**config.mk**
```make
export PLATFORM = sky130hd
export DESIGN_NAME = lrelu_stream_pipe
export DESIGN_NICKNAME = d
export VERILOG_FILES = /design/src/rtl/lrelu_pkg.sv /design/src/rtl/lrelu_lane.sv /design/src/rtl/lrelu_stream_pipe.sv
export SDC_FILE = /design/constraint.sdc
export NUM_CORES = 2
export LEC_CHECK = 0
export ABC_AREA = 1
export CORE_AREA = 2 2 509 511
export CTS_CLUSTER_DIAMETER = 60
export CTS_CLUSTER_SIZE = 30
export DETAILED_ROUTE_END_ITERATION = 7
export DIE_AREA = 0 0 511 513
export SLEW_MARGIN = 20
export SYNTH_ARGS = -nofsm -noshare
export SYNTH_HDL_FRONTEND = slang
export SYNTH_HIERARCHICAL = 1
export SYNTH_SLANG_ARGS = --single-unit
```
**constraint.sdc**
```tcl
create_clock -name clk -period 8.4 [get_ports clk]
set_input_delay 1.68 -clock clk [delete_from_list [all_inputs] [get_ports clk]]
set_output_delay 1.68 -clock clk [all_outputs]
set_load 0.01 [all_outputs]
```
**src/rtl/lrelu_pkg.sv**
```systemverilog
// Shared constants for the leaky-ReLU stream stage: activation mode encodings
// and the configuration values restored on reset.
package lrelu_pkg;

  typedef logic [1:0] mode_t;

  localparam mode_t MODE_BYPASS = 2'b00;
  localparam mode_t MODE_RELU   = 2'b01;
  localparam mode_t MODE_LEAKY  = 2'b10;
  localparam mode_t MODE_CLIP   = 2'b11;

  localparam mode_t DEF_MODE  = MODE_LEAKY;
  // ~0.1 with 12 fractional bits
  localparam int    DEF_COEF  = 410;

endpackage

```
**src/rtl/lrelu_lane.sv**
```systemverilog
// One activation lane: S2 forms the scaled product, S3 rounds, saturates and
// applies the optional upper clip. sat flags the value being loaded into S3.
module lrelu_lane
  import lrelu_pkg::*;
#(
  parameter int DATA_WIDTH = 16,
  parameter int COEF_WIDTH = 16,
  parameter int COEF_FRAC  = 12
) (
  input  logic                  clk,
  input  logic                  rstn,
  input  logic                  ld2,
  input  logic                  ld3,
  input  logic [DATA_WIDTH-1:0] x,
  input  mode_t                 mode1,
  input  logic [COEF_WIDTH-1:0] coef,
  input  mode_t                 mode2,
  input  logic [DATA_WIDTH-1:0] clip2,
  output logic [DATA_WIDTH-1:0] y,
  output logic                  sat
);

  localparam int PW     = DATA_WIDTH + COEF_WIDTH;
  localparam int YMAX_I = (1 << (DATA_WIDTH - 1)) - 1;
  localparam logic signed [PW:0] YMAX = (PW+1)'(YMAX_I);
  localparam logic signed [PW:0] YMIN = (PW+1)'(-YMAX_I - 1);

  logic signed [PW-1:0]         xe, ce, p_d, p_q;
  logic signed [PW:0]           rnd, sh;
  logic signed [DATA_WIDTH-1:0] y_sat, y_d, y_q;
  logic                         sat_d;

  // Non-scaled paths are pre-shifted so S3 treats every mode identically.
  always_comb begin
    xe  = {{COEF_WIDTH{x[DATA_WIDTH-1]}}, x};
    ce  = {{DATA_WIDTH{coef[COEF_WIDTH-1]}}, coef};
    p_d = xe <<< COEF_FRAC;
    if (x[DATA_WIDTH-1]) begin
      if (mode1 == MODE_LEAKY || mode1 == MODE_CLIP) begin
        p_d = xe * ce;
      end else if (mode1 == MODE_RELU) begin
        p_d = '0;
      end
    end
  end

  always_comb begin
    rnd   = {p_q[PW-1], p_q} + (PW+1)'(1 << (COEF_FRAC - 1));
    sh    = rnd >>> COEF_FRAC;
    sat_d = 1'b0;
    y_sat = sh[DATA_WIDTH-1:0];
    if (sh > YMAX) begin
      y_sat = {1'b0, {(DATA_WIDTH-1){1'b1}}};
      sat_d = 1'b1;
    end else if (sh < YMIN) begin
      y_sat = {1'b1, {(DATA_WIDTH-1){1'b0}}};
      sat_d = 1'b1;
    end
    y_d = y_sat;
    if (mode2 == MODE_CLIP && y_sat > $signed(clip2)) begin
      y_d = clip2;
    end
  end

  always_ff @(posedge clk or negedge rstn) begin
    if (!rstn) begin
      p_q <= '0;
      y_q <= '0;
    end else begin
      if (ld2) p_q <= p_d;
      if (ld3) y_q <= y_d;
    end
  end

  assign y   = y_q;
  assign sat = sat_d;

endmodule

```
**src/rtl/lrelu_stream_pipe.sv**
```systemverilog
// Multi-lane 3-stage activation pipeline with valid/ready backpressure.
// Optional saturation counter enabled by defining LRELU_SAT_COUNT_EN.
module lrelu_stream_pipe
  import lrelu_pkg::*;
#(
  parameter int DATA_WIDTH = 16,
  parameter int UNITS      = 4,
  parameter int COEF_WIDTH = 16,
  parameter int COEF_FRAC  = 12
) (
  input  logic                        clk,
  input  logic                        rstn,
  input  logic                        en,
  input  logic                        cfg_load,
  input  logic [1:0]                  cfg_mode,
  input  logic [COEF_WIDTH-1:0]       cfg_coef,
  input  logic [DATA_WIDTH-1:0]       cfg_clip,
  input  logic                        l_valid,
  output logic                        l_rdy,
  input  logic [DATA_WIDTH*UNITS-1:0] d_in,
  input  logic                        T_last_in,
  output logic                        r_valid,
  input  logic                        r_rdy,
  output logic [DATA_WIDTH*UNITS-1:0] d_out,
  output logic                        T_last_out
`ifdef LRELU_SAT_COUNT_EN
  , output logic [31:0]               sat_cnt
`endif
);

  localparam logic [DATA_WIDTH-1:0] CLIP_RST = {1'b0, {(DATA_WIDTH-1){1'b1}}};

  mode_t                        mode_q, mode1_q, mode2_q;
  logic [COEF_WIDTH-1:0]        coef_q, coef1_q;
  logic [DATA_WIDTH-1:0]        clip_q, clip1_q, clip2_q;
  logic [DATA_WIDTH*UNITS-1:0]  d1_q;
  logic                         v1_q, v2_q, v3_q;
  logic                         last1_q, last2_q, last3_q;
  logic                         rdy1, rdy2, rdy3;
  logic                         ld1, ld2, ld3;
  logic [UNITS-1:0]             lane_sat;

  assign rdy3 = !v3_q || r_rdy;
  assign rdy2 = !v2_q || rdy3;
  assign rdy1 = !v1_q || rdy2;
  assign ld1  = rdy1 && l_valid;
  assign ld2  = rdy2 && v1_q;
  assign ld3  = rdy3 && v2_q;

  // Beats sample the config registers before a same-cycle cfg_load lands.
  always_ff @(posedge clk or negedge rstn) begin
    if (!rstn) begin
      mode_q  <= DEF_MODE;
      coef_q  <= COEF_WIDTH'(DEF_COEF);
      clip_q  <= CLIP_RST;
      v1_q    <= 1'b0;
      v2_q    <= 1'b0;
      v3_q    <= 1'b0;
      d1_q    <= '0;
      last1_q <= 1'b0;
      last2_q <= 1'b0;
      last3_q <= 1'b0;
      mode1_q <= MODE_BYPASS;
      mode2_q <= MODE_BYPASS;
      coef1_q <= '0;
      clip1_q <= '0;
      clip2_q <= '0;
    end else begin
      if (cfg_load) begin
        mode_q <= cfg_mode;
        coef_q <= cfg_coef;
        clip_q <= cfg_clip;
      end
      if (rdy1) v1_q <= l_valid;
      if (ld1) begin
        d1_q    <= d_in;
        last1_q <= T_last_in;
        mode1_q <= en ? mode_q : MODE_BYPASS;
        coef1_q <= coef_q;
        clip1_q <= clip_q;
      end
      if (rdy2) v2_q <= v1_q;
      if (ld2) begin
        last2_q <= last1_q;
        mode2_q <= mode1_q;
        clip2_q <= clip1_q;
      end
      if (rdy3) v3_q <= v2_q;
      if (ld3) last3_q <= last2_q;
    end
  end

  for (genvar gi = 0; gi < UNITS; gi++) begin : g_lane
    lrelu_lane #(
      .DATA_WIDTH (DATA_WIDTH),
      .COEF_WIDTH (COEF_WIDTH),
      .COEF_FRAC  (COEF_FRAC)
    ) u_lane (
      .clk   (clk),
      .rstn  (rstn),
      .ld2   (ld2),
      .ld3   (ld3),
      .x     (d1_q[gi*DATA_WIDTH +: DATA_WIDTH]),
      .mode1 (mode1_q),
      .coef  (coef1_q),
      .mode2 (mode2_q),
      .clip2 (clip2_q),
      .y     (d_out[gi*DATA_WIDTH +: DATA_WIDTH]),
      .sat   (lane_sat[gi])
    );
  end

  assign l_rdy      = rdy1;
  assign r_valid    = v3_q;
  assign T_last_out = last3_q;

`ifdef LRELU_SAT_COUNT_EN
  logic [31:0] sat_cnt_q, sat_cnt_d;
  logic [32:0] sat_sum;

  // Sticky at all-ones; a cfg_load clear wins over a same-cycle increment.
  always_comb begin
    sat_sum = {1'b0, sat_cnt_q};
    for (int i = 0; i < UNITS; i++) begin
      sat_sum = sat_sum + 33'(lane_sat[i]);
    end
    sat_cnt_d = sat_cnt_q;
    if (cfg_load) begin
      sat_cnt_d = '0;
    end else if (ld3) begin
      sat_cnt_d = sat_sum[32] ? '1 : sat_sum[31:0];
    end
  end

  always_ff @(posedge clk or negedge rstn) begin
    if (!rstn) sat_cnt_q <= '0;
    else       sat_cnt_q <= sat_cnt_d;
  end

  assign sat_cnt = sat_cnt_q;
`else
  logic unused_sat;
  assign unused_sat = |lane_sat;
`endif

endmodule
```
==> run_results.csv <==
group,metric,value,unit
critical_path,worstPathMaxFanout,30,
clocking,cts-root-buf,"clkbuf_16",
final_layout,syn_to_final_growth,10.6,%
grt,antenna_found_initial,3,
critical_path,cp.required,8920,ps
clocking,cts_sinks,304,
drt,dr.pass1.iters,8,
final_layout,post-route-util,0.265,
synthesis,postSynthCellCount,8424,
drt,vias,50300,
critical_path,r2r_start,"coef1_q[6]$_DFFE_PN0P_",
timing,setup_viol,0,
timing,setup_tns,0,ps
timing,final_hold_viol_count,0,
timing,grt_setup_unrepaired,"no",
floorplanning,die_h,513,um
drt,wl,190,mm
worst_hold_path,hp-start,"last2_q$_DFFE_PN0P_",
floorplanning,rows,186,
critical_path,crit_start,"coef1_q[6]$_DFFE_PN0P_",
clocking,cts.clk_slew.worst_paths,70,ps
clocking,postCtsSetupBuffers,0,
critical_path,cp_data_arrival_time,7380,ps
timing,slew_viol_final,0,
floorplanning,start_util,0.240,
final_layout,final_common_cell,"nand2_1",
place,dp_hpwl,154,mm
place,place_inst,11700,
timing,fin_crit,6860,ps
clocking,clkLatencyLatePin,670,ps
outcome,status,"finished with violations",
final_layout,final_cell_mix,"nand2_1 (2528), inv_1 (2192), fa_1 (1044)",
final_layout,fin_nets,9882,
worst_hold_path,min_path_type,"reg -> reg",
grt,grt_pass1_wl,302,mm
critical_path,crit_type,"reg -> reg",
flow_run,drv_cap,0,
drt,route.detailed.drc,2,
timing,finClkSkew,67.3,ps
place,port-buffer-count,171,
synthesis,synth.net_count,9957,
final_layout,multi_input_area,0.0439,mm2
clocking,ctsResizeCount,0,
clocking,numCtsBuffers,38,
drt,avgRoutedWirePerCell,16.1,um
critical_path,startpoint_type,"flip-flop",
grt,grt_pass1_vias,52200,
floorplanning,ios,172,
drt,vias_per_cell,4.28,
clocking,cts-htree-levels,2,
synthesis,yosys_warnings,6,
grt,grt_overflow,0,
floorplanning,coreArea,0.256,mm2
timing,finalCritPeriodShare,0.817,
final_layout,drive_gt1_frac,0.0377,
grt,grt_max_degree,138,
floorplanning,fp.dieW,511,um
grt,track_usage,0.146,
timing,slew-limit-headroom,0.287,
drt,drtAntennaViolNets,0,
final_layout,nFillCells,28100,
critical_path,setup.worst_path.end_class,"flip-flop",
drt,drt_iter0_markers,3405,
place,place.gp.congestion,0.930,
final_layout,seq_area,0.00766,mm2
synthesis,syn_area_per_cell,7.29,um2
clocking,clk_path_buf_depth,3,
floorplanning,die_area,0.262,mm2
timing,fmax,146,MHz
outcome,violations,"DRC",
clocking,ctsHoldBuffers,0,
synthesis,syn_area,0.0614,mm2
final_layout,layout.cells.non_filler,11800,
clocking,cts_tree,"built",
timing,worst_slew_pin_slew,1070,ps
-- cell type report --
cell class,instances,share of cell area
flip-flops and latches,304,0.113
well taps,3384,0.0623
diodes,2,0.0000737
clock inverters,29,0.00737
multi-input cells,5546,0.646
inverters,2203,0.122
repair buffers,256,0.0353
clock buffers,41,0.0145
-- path summary, 6_finish.rpt --
kind	cells past startpoint	slack (ps)	end
max in group asynchronous	2	5920	mode1_q[1]$_DFFE_PN0P_
hold / removal	2	470	T_last_out$_DFFE_PN0P_
hold reg to reg	2	470	T_last_out$_DFFE_PN0P_
min in group asynchronous	1	1030	g_lane[1].u_lane/y[13]$_DFFE_PN0P_
setup / recovery	20	1540	g_lane[1].u_lane/p_q[30]$_DFFE_PN0P_
setup reg to reg	20	1540	g_lane[1].u_lane/p_q[30]$_DFFE_PN0P_
-- registers in the layout, summed over array words and instances (netlist names) --
name and count:
coef1_q 16, T_last_out 1, r_valid 1, mode2_q 2
last2_q 1, d1_q 64, mode1_q 2, clip2_q 16
g_lane.u_lane/y 64, last1_q 1, clip_q 16, mode_q 2
g_lane.u_lane/p_q 84, clip1_q 16, v1_q 1, v2_q 1
coef_q 16
-- metrics by stage --
step / area [um2] / hold WS, ps / setup WS (ps)
floorplan: 61400 / 437 / 2280
detailed placement: 66400 / 459 / 1550
global placement: 66400 / 454 / 1520
CTS: 67900 / 479 / 1530
finish: 67900 / 473 / 1540
global route: 67900 / 501 / 1180
-- critical path, cell delays in order, from the launching register on --
cell,delay (ps)
dfrtp_2,970
nand2_1,200
fa_1,630
inv_1,70
fa_1,960
fa_1,600
fa_1,570
inv_1,60
fa_1,510
fa_1,540
inv_1,40
ha_1,350
inv_1,120
nor3_1,340
nand2_1,120
nor2_1,210
nor2_1,80
nand3_1,90
nand3_1,100
nand2_1,90
nand2_1,50
-- layer usage --
metal	track usage	wire length, um	part of all wire
met1	0.190	82700	0.44
met2	0.248	89200	0.47
met3	0.0148	9270	0.049
met4	0.0538	8370	0.044
met5	0	0	0
Power is not shown: default switching activity piles up to over one toggle a cycle in this logic, so the estimate is an artifact.
